[src/rtl/uart_tx_registers_pkg.sv]
// Shared register map, bit positions and transmit FSM encoding for the UART TX slave.
// Pure declarations: no logic, no latency, no flow control.
package uart_tx_registers_pkg;

  localparam logic [3:0] TXDATA_OFF  = 4'h0;
  localparam logic [3:0] STATUS_OFF  = 4'h4;
  localparam logic [3:0] BAUDDIV_OFF = 4'h8;
  localparam logic [3:0] CTRL_OFF    = 4'hC;

  localparam int ST_FULL    = 0;
  localparam int ST_EMPTY   = 1;
  localparam int ST_BUSY    = 2;
  localparam int ST_TX_IDLE = 3;
  localparam int ST_OVF     = 4;
  localparam int ST_CNT_LSB = 8;

  localparam int CTRL_TX_EN  = 0;
  localparam int CTRL_IRQ_EN = 1;

  typedef enum logic [1:0] {
    S_IDLE  = 2'd0,
    S_START = 2'd1,
    S_DATA  = 2'd2,
    S_STOP  = 2'd3
  } tx_state_e;

  function automatic logic [31:0] pack_status(
    input logic       full,
    input logic       empty,
    input logic       busy,
    input logic       ovf,
    input logic [7:0] count
  );
    logic [31:0] w;
    w                    = '0;
    w[ST_FULL]           = full;
    w[ST_EMPTY]          = empty;
    w[ST_BUSY]           = busy;
    w[ST_TX_IDLE]        = empty & ~busy;
    w[ST_OVF]            = ovf;
    w[ST_CNT_LSB +: 8]   = count;
    return w;
  endfunction

endpackage

[src/rtl/uart_tx_registers_sync_fifo.sv]
// Synchronous byte FIFO; push/pop take effect on the next edge, dout shows the head combinationally.
// A push into a full FIFO is accepted only when a pop happens in the same cycle, otherwise dropped.
module uart_tx_registers_sync_fifo #(
  parameter int WIDTH = 8,
  parameter int DEPTH = 8,
  localparam int AW = $clog2(DEPTH),
  localparam int CW = AW + 1
) (
  input  logic             i_clk,
  input  logic             i_reset,
  input  logic             i_push,
  input  logic [WIDTH-1:0] i_din,
  input  logic             i_pop,
  output logic [WIDTH-1:0] o_dout,
  output logic             o_full,
  output logic             o_empty,
  output logic [CW-1:0]    o_count
);

  logic [WIDTH-1:0] r_mem [DEPTH];
  logic [AW-1:0]    r_wr_ptr;
  logic [AW-1:0]    r_rd_ptr;
  logic [CW-1:0]    r_count;
  logic             w_push_ok;
  logic             w_pop_ok;

  assign o_full  = (r_count == CW'(DEPTH));
  assign o_empty = (r_count == '0);
  assign o_count = r_count;
  assign o_dout  = r_mem[r_rd_ptr];

  // When full, the write slot equals the read slot; the head leaves on the same edge.
  assign w_pop_ok  = i_pop & ~o_empty;
  assign w_push_ok = i_push & (~o_full | w_pop_ok);

  always_ff @(posedge i_clk) begin
    if (w_push_ok) begin
      r_mem[r_wr_ptr] <= i_din;
    end
  end

  always_ff @(posedge i_clk) begin
    if (i_reset) begin
      r_wr_ptr <= '0;
      r_rd_ptr <= '0;
      r_count  <= '0;
    end else begin
      if (w_push_ok) begin
        r_wr_ptr <= r_wr_ptr + AW'(1);
      end
      if (w_pop_ok) begin
        r_rd_ptr <= r_rd_ptr + AW'(1);
      end
      if (w_push_ok && !w_pop_ok) begin
        r_count <= r_count + CW'(1);
      end else if (w_pop_ok && !w_push_ok) begin
        r_count <= r_count - CW'(1);
      end
    end
  end

endmodule

[src/rtl/uart_tx_registers.sv]
// Memory-mapped 8N1 UART transmitter: register writes land on the next edge, reads are combinational.
// No bus stall; TX FIFO overruns drop the byte and set a sticky overflow flag.
module uart_tx_registers
  import uart_tx_registers_pkg::*;
#(
  parameter int          FIFO_DEPTH  = 8,
  parameter logic [15:0] DEFAULT_DIV = 16'd867
) (
  input  logic        clk_i,
  input  logic        reset_i,
  input  logic        csb_i,
  input  logic        wen_i,
  input  logic [3:0]  addr_i,
  input  logic [31:0] data_i,
  input  logic [3:0]  wmask_i,
  output logic [31:0] data_o,
  output logic        irq_o,
  output logic        tx_o
);

  localparam int CW = $clog2(FIFO_DEPTH) + 1;

  localparam logic [1:0] SEL_TXDATA  = TXDATA_OFF[3:2];
  localparam logic [1:0] SEL_STATUS  = STATUS_OFF[3:2];
  localparam logic [1:0] SEL_BAUDDIV = BAUDDIV_OFF[3:2];
  localparam logic [1:0] SEL_CTRL    = CTRL_OFF[3:2];

  logic [15:0]   r_bauddiv;
  logic          r_tx_en;
  logic          r_irq_en;
  logic          r_ovf;
  logic          r_irq;

  tx_state_e     r_state;
  tx_state_e     w_state_nxt;
  logic [15:0]   r_baud_cnt;
  logic [15:0]   w_baud_cnt_nxt;
  logic [2:0]    r_bit_idx;
  logic [2:0]    w_bit_idx_nxt;
  logic [7:0]    r_shift;
  logic [7:0]    w_shift_nxt;
  logic          r_tx;
  logic          w_tx_nxt;

  logic          w_wr;
  logic [1:0]    w_sel;
  logic          w_push;
  logic          w_pop;
  logic          w_ovf_clr;
  logic          w_bit_end;
  logic          w_start_ok;
  logic          w_busy;
  logic          w_tx_idle;
  logic [7:0]    w_fifo_dout;
  logic          w_full;
  logic          w_empty;
  logic [CW-1:0] w_count;
  logic [31:0]   w_status;
  logic [31:0]   w_rdata;
  logic          w_unused;

  assign w_unused = &{1'b0, addr_i[1:0], data_i[31:16], wmask_i[3:2]};

  assign w_wr      = ~csb_i & ~wen_i;
  assign w_sel     = addr_i[3:2];
  assign w_push    = w_wr & (w_sel == SEL_TXDATA) & wmask_i[0];
  assign w_ovf_clr = w_wr & (w_sel == SEL_STATUS) & wmask_i[0] & data_i[ST_OVF];

  uart_tx_registers_sync_fifo #(
    .WIDTH (8),
    .DEPTH (FIFO_DEPTH)
  ) u_fifo (
    .i_clk   (clk_i),
    .i_reset (reset_i),
    .i_push  (w_push),
    .i_din   (data_i[7:0]),
    .i_pop   (w_pop),
    .o_dout  (w_fifo_dout),
    .o_full  (w_full),
    .o_empty (w_empty),
    .o_count (w_count)
  );

  assign w_busy     = (r_state != S_IDLE);
  assign w_tx_idle  = w_empty & ~w_busy;
  assign w_start_ok = r_tx_en & ~w_empty;
  // Greater-or-equal also ends the bit when a divisor below the running count is written mid-bit.
  assign w_bit_end  = (r_baud_cnt >= r_bauddiv);

  always_ff @(posedge clk_i) begin
    if (reset_i) begin
      r_bauddiv <= DEFAULT_DIV;
      r_tx_en   <= 1'b0;
      r_irq_en  <= 1'b0;
      r_ovf     <= 1'b0;
      r_irq     <= 1'b0;
    end else begin
      if (w_wr && (w_sel == SEL_BAUDDIV)) begin
        if (wmask_i[0]) begin
          r_bauddiv[7:0] <= data_i[7:0];
        end
        if (wmask_i[1]) begin
          r_bauddiv[15:8] <= data_i[15:8];
        end
      end
      if (w_wr && (w_sel == SEL_CTRL) && wmask_i[0]) begin
        r_tx_en  <= data_i[CTRL_TX_EN];
        r_irq_en <= data_i[CTRL_IRQ_EN];
      end
      if (w_push && w_full && !w_pop) begin
        r_ovf <= 1'b1;
      end else if (w_ovf_clr) begin
        r_ovf <= 1'b0;
      end
      r_irq <= r_irq_en & w_tx_idle;
    end
  end

  always_ff @(posedge clk_i) begin
    if (reset_i) begin
      r_state    <= S_IDLE;
      r_baud_cnt <= '0;
      r_bit_idx  <= '0;
      r_shift    <= '0;
      r_tx       <= 1'b1;
    end else begin
      r_state    <= w_state_nxt;
      r_baud_cnt <= w_baud_cnt_nxt;
      r_bit_idx  <= w_bit_idx_nxt;
      r_shift    <= w_shift_nxt;
      r_tx       <= w_tx_nxt;
    end
  end

  always_comb begin
    w_state_nxt    = r_state;
    w_baud_cnt_nxt = r_baud_cnt + 16'd1;
    w_bit_idx_nxt  = r_bit_idx;
    w_shift_nxt    = r_shift;
    w_pop          = 1'b0;
    w_tx_nxt       = 1'b1;

    unique case (r_state)
      S_IDLE: begin
        w_baud_cnt_nxt = '0;
        if (w_start_ok) begin
          w_pop       = 1'b1;
          w_shift_nxt = w_fifo_dout;
          w_state_nxt = S_START;
        end
      end
      S_START: begin
        if (w_bit_end) begin
          w_baud_cnt_nxt = '0;
          w_bit_idx_nxt  = '0;
          w_state_nxt    = S_DATA;
        end
      end
      S_DATA: begin
        if (w_bit_end) begin
          w_baud_cnt_nxt = '0;
          w_shift_nxt    = {1'b0, r_shift[7:1]};
          if (r_bit_idx == 3'd7) begin
            w_state_nxt = S_STOP;
          end else begin
            w_bit_idx_nxt = r_bit_idx + 3'd1;
          end
        end
      end
      S_STOP: begin
        if (w_bit_end) begin
          w_baud_cnt_nxt = '0;
          // Chain straight into the next start bit so frames are back-to-back.
          if (w_start_ok) begin
            w_pop       = 1'b1;
            w_shift_nxt = w_fifo_dout;
            w_state_nxt = S_START;
          end else begin
            w_state_nxt = S_IDLE;
          end
        end
      end
      default: begin
        w_state_nxt = S_IDLE;
      end
    endcase

    unique case (w_state_nxt)
      S_START: w_tx_nxt = 1'b0;
      S_DATA:  w_tx_nxt = w_shift_nxt[0];
      default: w_tx_nxt = 1'b1;
    endcase
  end

  assign w_status = pack_status(w_full, w_empty, w_busy, r_ovf, 8'(w_count));

  always_comb begin
    w_rdata = '0;
    if (!csb_i) begin
      unique case (w_sel)
        SEL_STATUS:  w_rdata = w_status;
        SEL_BAUDDIV: w_rdata = {16'd0, r_bauddiv};
        SEL_CTRL:    w_rdata = {30'd0, r_irq_en, r_tx_en};
        default:     w_rdata = '0;
      endcase
    end
  end

  assign data_o = w_rdata;
  assign irq_o  = r_irq;
  assign tx_o   = r_tx;

endmodule
[config.mk]
export PLATFORM = sky130hd
export DESIGN_NAME = uart_tx_registers
export DESIGN_NICKNAME = d
export VERILOG_FILES = /design/src/rtl/uart_tx_registers_pkg.sv /design/src/rtl/uart_tx_registers_sync_fifo.sv /design/src/rtl/uart_tx_registers.sv
export SDC_FILE = /design/constraint.sdc
export NUM_CORES = 1
export LEC_CHECK = 0
export CAP_MARGIN = 40
export CORE_MARGIN = 2
export CORE_UTILIZATION = 30
export CTS_CLUSTER_DIAMETER = 120
export DETAILED_ROUTE_END_ITERATION = 10
export PLACE_DENSITY_LB_ADDON = 0.2
export SYNTH_ARGS = -nofsm -noshare
export SYNTH_HDL_FRONTEND = slang
export SYNTH_HIERARCHICAL = 1
export SYNTH_SLANG_ARGS = --single-unit
[constraint.sdc]
create_clock -name clk_i -period 6 [get_ports clk_i]
set_input_delay 0.9 -clock clk_i [delete_from_list [all_inputs] [get_ports clk_i]]
set_output_delay 0.9 -clock clk_i [all_outputs]
set_load 0.01 [all_outputs]
# Word level (Yosys, flattened, before mapping)
# Memory sizes are Yosys's and may differ from the RTL's. A register that Yosys moved wholly into a read port is not among the register bits.
# Cells that the tools add are included.
dict set report word_totals {
  elab_cells 108
  input_bits 44
  reg_bits 60
  n_memories 1
  mem_bits_rw 64
  output_inout_bits 34
}
# memory words word_bits rd rd_ports_with_merged_regs write_ports line_no
set memory_table {}
lappend memory_table {u_fifo.r_mem 8 8 1 1 1 uart_tx_registers_sync_fifo.sv:20} ;# logic [WIDTH-1:0] r_mem [DEPTH];
dict set report op_classes {
  n_mux 31
  magnitude_cmp 1
  reduce_logical 23
  eq_ne 14
  addsub 6
  bitwise_logic 17
}
# cell count
set op_table {}
lappend op_table {{one-hot mux 16 bit (3 select lines)} 1}
lappend op_table {{two-way mux 16 bit} 2}
lappend op_table {{one-hot mux 16 bit (2 select lines)} 1}
lappend op_table {{two-way mux 8 bit} 3}
lappend op_table {{one-hot mux 8 bit (3 select lines)} 1}
lappend op_table {{adder 16 x 1 -> 16 bit (second input constant)} 1}
lappend op_table {{greater-or-equal comparator 16 bit} 1}
lappend op_table {{two-way mux 3 bit} 5}
lappend op_table {{AND 1 bit} 11}
lappend op_table {{equality test 2 bit (second input constant)} 5}
lappend op_table {{two-way mux 2 bit} 5}
lappend op_table {{adder 3 x 1 -> 3 bit (second input constant)} 3}
lappend op_table {{two-way mux 4 bit} 2}
lappend op_table {{!= test 2 bit (second input constant)} 4}
lappend op_table {{one-hot mux 2 bit (4 select lines)} 1}
lappend op_table {{nonzero test 2 bit} 4}
lappend op_table {{logical AND 1 bit} 7}
lappend op_table {{two-way mux 1 bit} 7}
lappend op_table {{equality test 2 x 1 -> 1 bit (second input constant)} 3}
lappend op_table {{one-hot mux 3 bit (2 select lines)} 1}
lappend op_table {{NOT 1 bit} 5}
lappend op_table {{adder 4 x 1 -> 4 bit (second input constant)} 1}
lappend op_table {{equality test 4 bit (second input constant)} 1}
lappend op_table {{logical NOT 2 bit} 2}
lappend op_table {{other kinds (11)} 15}

# Depth between registers and ports, before layout
# Gate-level depths: netlist of the first run.
dict set report depth {
  ltp_word 13
  ltp_mapped 17
  depth_no_buf 17
}

# Cells and area by module
# The synthesis of the first run kept the hierarchy.
# mod n_inst area_per_inst_um2 cells_each seq_area_each_um2
set by_module_without_submodules {}
lappend by_module_without_submodules {uart_tx_registers_sync_fifo 1 3064.2 166 2182.1}
lappend by_module_without_submodules {uart_tx_registers 1 2980.4 372 1001.0}

# Least setup slack after synthesis of the first run
# OpenSTA, ideal clock, no wires.
dict set report synth_path {
  kind {register to register}
  start {register r_bauddiv[13]}
  end {register u_fifo.r_count[3] (netlist: u_fifo/o_count[3])}
  setup_slack_ns 2.064
  n_path_buf 0
  path_stages_with_launch 17
  synth_period_minus_slack_ns 3.936
  setup_time_ns 0.121
  arrival_time_ns 3.816
  required_ns 5.879
  cell_sequence {dfxtp_1 -> inv_1 -> ha_1 -> nand2_1 -> nor4_2 -> or4b_4 -> nand3_1 -> a21oi_1 -> nor3_1 -> o41ai_2 -> ha_1 -> inv_1 -> ha_1 -> a21oi_1 -> a211oi_1 -> a31oi_1 -> mux2_2}
}
dict set report synth_via {
  elab_chain_len 9
  elab_cells_between_ends 12
  cone_classes {order compare: 1; mux: 3; bitwise: 3; reduce/logical: 5}
}
# item line_no
set synth_lines {}
lappend synth_lines {{start: declaration} uart_tx_registers.sv:28} ;# logic [15:0] r_bauddiv;
lappend synth_lines {{start signal: assignment} uart_tx_registers.sv:103} ;# r_bauddiv[15:8] <= data_i[15:8];
lappend synth_lines {{greater-or-equal comparator 16 bit *} uart_tx_registers.sv:88} ;# assign w_bit_end = (r_baud_cnt >= r_bauddiv);
lappend synth_lines {{two-way mux 1 bit *} uart_tx_registers.sv:171} ;# if (w_bit_end) begin
lappend synth_lines {{one-hot mux 1 bit (2 select lines) *} uart_tx_registers.sv:143} ;# unique case (r_state)
lappend synth_lines {{net w_pop} uart_tx_registers.sv:48} ;# logic w_pop;
lappend synth_lines {{AND 1 bit *} uart_tx_registers_sync_fifo.sv:33} ;# assign w_pop_ok = i_pop & ~o_empty;
lappend synth_lines {{OR 1 bit} uart_tx_registers_sync_fifo.sv:34} ;# assign w_push_ok = i_push & (~o_full | w_pop_ok);
lappend synth_lines {{AND 1 bit} uart_tx_registers_sync_fifo.sv:34}
lappend synth_lines {{logical NOT 1 bit} uart_tx_registers_sync_fifo.sv:56} ;# end else if (w_pop_ok && !w_push_ok) begin
lappend synth_lines {{logical AND 1 bit} uart_tx_registers_sync_fifo.sv:56}
lappend synth_lines {{nonzero test 2 bit (no source line)} --}
lappend synth_lines {{end signal: assignment} uart_tx_registers_sync_fifo.sv:55} ;# r_count <= r_count + CW'(1);
lappend synth_lines {{end signal: assignment} uart_tx_registers_sync_fifo.sv:57} ;# r_count <= r_count - CW'(1);
lappend synth_lines {{end: declaration} uart_tx_registers_sync_fifo.sv:23} ;# logic [CW-1:0] r_count;
# The timed path passes the listed nets; every way through them passes the cells marked *.
# A chain may end at the register's enable or synchronous reset.

# Worst setup path in the final report of the first run
dict set report layout_path {
  start {register r_bauddiv[15]}
  end {register u_fifo.r_count[3] (netlist: u_fifo/o_count[3])}
}
# The elaborated chain is that of the path after synthesis.

==> impl_metrics.env, run 1 <==
export IMPL_tritoncts="built"
export IMPL_setup_ws_ps=1290
export IMPL_finalCritPeriodShare_pct=78.4
export IMPL_clock_sinks=127
export IMPL_yosysUniqueCellTypes=58
export IMPL_final_cells=866
export IMPL_dp_slack_ps=1320
export IMPL_worst_endpoint_required_ps=6310
export IMPL_fin_tns_setup_ps=0
export IMPL_cts_root_buffer="clkbuf_16"
export IMPL_worst_ir_drop_vdd_mv=0.192
export IMPL_postCtsHoldBufs=0
export IMPL_clock_latency_ps=430
export IMPL_synth_area_top_cells="edfxtp_1, dfxtp_1, ha_1, mux4_2, nor2_1"
export IMPL_fillers=1927
export IMPL_port_buffers=41
export IMPL_worstMarginPinSlew_ps=837
export IMPL_hold_class="reg2reg"
export IMPL_cp_top_family="simple AND/OR/NAND/NOR gates"
export IMPL_power_density_nw_per_um2=281
export IMPL_period_minus_slack_ps=4710
export IMPL_finalPower_mw=2.05
export IMPL_yosysWarnings=6
export IMPL_track_usage_pct=13.3
export IMPL_hpwlAfterDp_mm=9.84
export IMPL_place_congestion=0.783
export IMPL_drtPass1Iterations=4
export IMPL_relSlewSlack_pct=44.1
export IMPL_yosysMostFrequentCell="nor2_1"
export IMPL_grt_pass1_vias=4146
export IMPL_path_max_fanout=7
export IMPL_worstPathArrival_ps=5020
export IMPL_nNetsFinal=662
export IMPL_fmax_mhz=212
export IMPL_synth_top_area_share_pct=31.8
export IMPL_cp_end_kind="flop"
export IMPL_hold_viol=0
export IMPL_start_kind="flop"
export IMPL_detail_route_vias_per_cell=4.69
export IMPL_syn2layout_area_growth_pct=21.1
export IMPL_finClkSkew_ps=8.65
export IMPL_clkSlewWorstSetupHoldPaths_ps=60
export IMPL_placementRows=51
export IMPL_synth_cells=538
export IMPL_vias=4061
export IMPL_drive_gt1_share_pct=13.3
export IMPL_placed_cell_area_um2=6700
export IMPL_maxCapViolations=0
export IMPL_holdWs_ps=467
export IMPL_syn_avg_cell_area_um2=11.2
export IMPL_status="completed"
export IMPL_crit_chain="inv_1, ha_1, nand2_1, nor4_2, or4b_4, nand3_1, a21oi_1, nor3_1, o41ai_2, ha_1, inv_1, ha_1, a21oi_1, a211oi_1, a31oi_1, mux2_2"
export IMPL_grt_overflow_total=0
export IMPL_rsz0062_at_grt="no"
export IMPL_critical_path_class="reg2reg"
export IMPL_clockBufferDepth=2
export IMPL_slowest_delay_ps=630
export IMPL_numCtsBuffers=17
export IMPL_drtIter0Drc=256
export IMPL_yosys_area_top_type="edfxtp_1"
export IMPL_final_util_pct=37.4
export IMPL_cts_setup_buffers=0
export IMPL_postRouteAntennaNets=0
export IMPL_antenna_cells=0
export IMPL_routed_wl_mm=13.6
export IMPL_antenna_found_initial=0
export IMPL_crit_buf_inv=2
export IMPL_grt_max_degree=19
export IMPL_drv_slew=0
export IMPL_die_area_um2=21300
export IMPL_synth_flop_cell="edfxtp_1"
export IMPL_total_leakage_power_nw=2.63
export IMPL_grt_pass1_wl_mm=21.9
export IMPL_boundaryPins=78
export IMPL_cp_common_cell="ha_1"
export IMPL_ys_async_sr_fraction_pct=0
export IMPL_h_tree_depth=4
export IMPL_core_um2=19600
export IMPL_drc=0
export IMPL_synth_seq_area_share_pct=52.7
export IMPL_ys_seq_elements=127
export IMPL_initial_core_util_pct=30.9
export IMPL_ctsResizeCount=0
export IMPL_netlist_top_cells_count="nor2_1, edfxtp_1, dfxtp_1"
export IMPL_fp_dieH_um=146
export IMPL_wl_per_cell_um=15.7
export IMPL_finish_instance_area_um2=7320
export IMPL_syn_cell_area_um2=6040
export IMPL_chipWidth_um=146
export IMPL_cp_slowest_cell="nor3_1"
export IMPL_synth_edf_count=64
export IMPL_placed_cells=834
export IMPL_setup_viol=0
## area by class of cell
cell class	instances	area (um^2)	area share, %
clock buffers	17	425	5.81
clock inverters	15	191	2.61
inverters	41	154	2.10
multi-input cells	351	2560	34.9
flip-flops and latches	127	3180	43.5
well taps	265	332	4.53
repair buffers	50	478	6.53
## placed cells by master, fill, tap and decap left out, types with 10 or more instances in the layout
| cell | n |
|---|---|
| dfxtp_1 | 63 |
| mux2i_1 | 15 |
| conb_1 | 16 |
| clkbuf_16 | 17 |
| nand3_1 | 13 |
| ha_1 | 29 |
| mux2_2 | 10 |
| edfxtp_1 | 64 |
| nor2_1 | 71 |
| xnor2_1 | 10 |
| mux4_2 | 16 |
| nand2_1 | 40 |
| inv_1 | 39 |
| clkdlybuf4s50_1 | 41 |
| nor3_1 | 14 |
| xor2_1 | 10 |
| a21oi_1 | 21 |
## power by group
group	total [mW]	internal (mW)	switching (mW)
clock network	1.06	0.634	0.431
registers	0.917	0.914	0.00315
logic	0.0727	0.0297	0.0430
## kinds of logic after synthesis
family,after synthesis,synth area share [%]
AOI/OAI and AO/OA,69,8.18
xor gates and xnor gates,20,2.90
adders and majority gates,30,6.33
buffers and inverters,75,5.96
DFF,127,52.7
muxes,41,10.3
other,1,0.0620
and+or+nand+nor,175,13.6
## sequential cells by signal, summed over array words and instances, names as in the netlist, named ones only
signal	flops
u_fifo/r_rd_ptr	3
r_bit_idx	3
r_bauddiv	16
irq_o	1
u_fifo/r_mem	64
u_fifo/r_wr_ptr	3
u_fifo/o_count	4
r_state	2
r_tx_en	1
tx_o	1
r_ovf	1
r_shift	8
r_baud_cnt	16
r_irq_en	1
## worst paths after layout
kind | endpoint | slack, ps | cells after the start | from
hold / removal | r_shift[6] | 470 | 2 | r_shift[6]
setup / recovery | u_fifo/o_count[3] | 1290 | 16 | r_bauddiv[15]
setup reg to reg | u_fifo/o_count[3] | 1290 | 16 | r_bauddiv[15]
hold reg to reg | r_shift[6] | 470 | 2 | r_shift[6]
## routing by layer
layer,part of all wire (%),GRT usage [%],wire [um],vias to the layer above
met5,0,0,0,-
met4,1.5,5.49,199,0
met3,3.2,3.17,441,14
met2,49,22.0,6650,74
met1,46,16.8,6310,1980
li1,-,-,-,1993
## tightest hold or removal path: stages (launching register included)
cell       delay (ps)
dfxtp_1           310
inv_1              50
o2bb2ai_1          60
No activity file was read; power rests on OpenSTA's default activity.
==> run 2, diff against run 1 <==
==> constraint.sdc (replaced) <==
create_clock -name clk_i -period 3.8 [get_ports clk_i]
set_input_delay 0.57 -clock clk_i [delete_from_list [all_inputs] [get_ports clk_i]]
set_output_delay 0.57 -clock clk_i [all_outputs]
set_load 0.01 [all_outputs]
==> run 2 against run 1 <==
  * Worst setup slack got worse by 1100 ps
  * Combinational power up 69%
  * First-iteration DRC count shrank 6.3%
  * Sequential share of layout area shrank 0.96 points
  * Cell count grew 2.5%
  * Via count is 1.5% higher
  * Sequential power grew 58%
  * Clock skew down 0.82 ps
  * Wire length up 1.2%
  * Sequential cell count unchanged
  * Highest routed layer unchanged
==> impl_metrics.env, run 2 (same netlist as run 1, synthesis figures left out) <==
export IMPL_drc=0
export IMPL_finalCritPeriodShare_pct=94.3
export IMPL_nNetsFinal=684
export IMPL_relSlewSlack_pct=48.5
export IMPL_period_minus_slack_ps=3580
export IMPL_cp_end_kind="flop"
export IMPL_hold_viol=0
export IMPL_worstPathArrival_ps=3880
export IMPL_clkSlewWorstSetupHoldPaths_ps=50
export IMPL_worstMarginPinSlew_ps=766
export IMPL_place_congestion=0.807
export IMPL_start_kind="flop"
export IMPL_hold_class="reg2reg"
export IMPL_finalPower_mw=3.09
export IMPL_dp_slack_ps=-20.2
export IMPL_setup_viol=0
export IMPL_final_cells=888
export IMPL_busiest_layer="met2"
export IMPL_cp_slowest_cell="or4b_4"
export IMPL_largest_reg_flops=64
export IMPL_cts_setup_buffers=0
export IMPL_met1_usage_pct=17.9
export IMPL_placed_cells=856
export IMPL_finClkSkew_ps=7.83
export IMPL_drtPass1Iterations=7
export IMPL_detail_route_vias_per_cell=4.64
export IMPL_reg2reg_from="r_bauddiv[10]"
export IMPL_h_tree_depth=4
export IMPL_tritoncts="built"
export IMPL_port_buffers=41
export IMPL_power_density_nw_per_um2=412
export IMPL_crit_start="r_bauddiv[10]"
export IMPL_drtIter0Drc=240
export IMPL_timing_reg2reg_setup_slack_ps=220
export IMPL_final_util_pct=38.2
export IMPL_layout_commonest_cell="nor2_1"
export IMPL_hpwlAfterDp_mm=10.2
export IMPL_grt_pass1_wl_mm=22.5
export IMPL_status="completed"
export IMPL_wl_per_cell_um=15.5
export IMPL_met2_usage_pct=21.6
export IMPL_worst_ir_drop_vdd_mv=0.274
export IMPL_die_area_um2=21300
export IMPL_drv_slew=0
export IMPL_path_max_fanout=3
export IMPL_top_register="u_fifo/r_mem"
export IMPL_drive_gt1_share_pct=17.7
export IMPL_fmax_mhz=279
export IMPL_clock_sinks=127
export IMPL_grt_overflow_total=0
export IMPL_fillers=1932
export IMPL_postRouteAntennaNets=0
export IMPL_total_leakage_power_nw=2.72
export IMPL_worst_endpoint_required_ps=4100
export IMPL_clockBufferDepth=2
export IMPL_vias=4122
export IMPL_chipWidth_um=146
export IMPL_numCtsBuffers=17
export IMPL_finish_instance_area_um2=7490
export IMPL_met3_usage_pct=3.61
export IMPL_maxCapViolations=0
export IMPL_track_usage_pct=13.7
export IMPL_placed_cell_area_um2=6870
export IMPL_cts_root_buffer="clkbuf_16"
export IMPL_boundaryPins=78
export IMPL_grt_max_degree=19
export IMPL_core_um2=19600
export IMPL_placementRows=51
export IMPL_largestRegisters="u_fifo/r_mem: 64 flops, r_baud_cnt: 16 flops, r_bauddiv: 16 flops"
export IMPL_initial_core_util_pct=30.9
export IMPL_postCtsHoldBufs=0
export IMPL_crit_chain="inv_1, ha_1, nand2_2, nor4_4, or4b_4, nand3_2, a21oi_1, nor3_2, buf_4, o21ai_4, inv_2, ha_2, inv_2, ha_4, a21oi_2, a211oi_1, a31oi_1, mux2_2"
export IMPL_grt_pass1_vias=4214
export IMPL_timing_critical_path_to="u_fifo/o_count[3]"
export IMPL_whs_path_depth=2
export IMPL_rr_worst_depth=18
export IMPL_cp_common_cell="inv_2"
export IMPL_clock_latency_ps=410
export IMPL_slowest_delay_ps=510
export IMPL_fp_dieH_um=146
export IMPL_r2r_end="u_fifo/o_count[3]"
export IMPL_syn2layout_area_growth_pct=23.9
export IMPL_routed_wl_mm=13.8
export IMPL_critical_path_class="reg2reg"
export IMPL_layout_common_cells="nor2_1, edfxtp_1, dfxtp_1, clkdlybuf4s50_1"
export IMPL_antenna_cells=0
export IMPL_setup_ws_ps=218
export IMPL_antenna_found_initial=0
run 2: cell types whose count changed in the layout (fill, tap and decap cells not counted), sizes merged:
cell	delta
inv	-9
clkinvlp	+2
buf	+22
clkinv	+1
clkbuf	+8
bufinv	-2
run 2: layout make-up:
type                            count  area [um^2]  area share, %
Timing Repair Buffer               72          643           8.58
Sequential cell                   127         3190           42.5
Multi-Input combinational cell    351         2610           34.9
Clock buffer                       25          510           6.81
Tap cell                          265          332           4.43
Clock inverter                      7         55.1          0.735
Inverter                           41          154           2.05
run 2: worst min-delay path by stage:
stage | from | endpoint | slack [ps]
3_3_place_gp | r_shift[6] | r_shift[6] | 450
3_5_place_dp | r_bauddiv[7] | r_bauddiv[7] | 460
5_1_grt | r_shift[6] | r_shift[6] | 470
2_1_floorplan | r_shift[6] | r_shift[6] | 440
6_report | r_shift[6] | r_shift[6] | 470
4_1_cts | r_bauddiv[7] | r_bauddiv[7] | 470
run 2: critical path: cells and delay by family (launching register included):
kind,cells,cell delay [ps]
flops,1,350
buf+inv,4,340
compound gates,5,530
mux,1,340
fa+ha+maj,3,690
simple gates,5,1210
run 2: power by group:
| group | leakage (nW) | switching (mW) | internal [mW] | total [mW] |
|---|---|---|---|---|
| Clock | 0.272 | 0.584 | 0.935 | 1.52 |
| Sequential | 1.08 | 0.00479 | 1.44 | 1.45 |
| Combinational | 1.36 | 0.0704 | 0.0527 | 0.123 |
run 2: per-stage QoR:
step | setup TNS, ps | hold slack, ps
after detailed placement | -20.2 | 458
after CTS | 0 | 465
after global routing | -4.81 | 473
after floorplan | 0 | 436
after global placement | -35.3 | 450
final | 0 | 469
run 2: metal layers:
metal / routed length, um / part of all wire [%]
met1: 6550 / 48
met5: 0 / 0
met2: 6530 / 47
met3: 417 / 3.0
met4: 267 / 1.9
run 2: repair_timing:
item	in CTS	in global routing
endpoints found under the setup margin	1	2
pin swaps	2	2
gates resized for setup	4	7
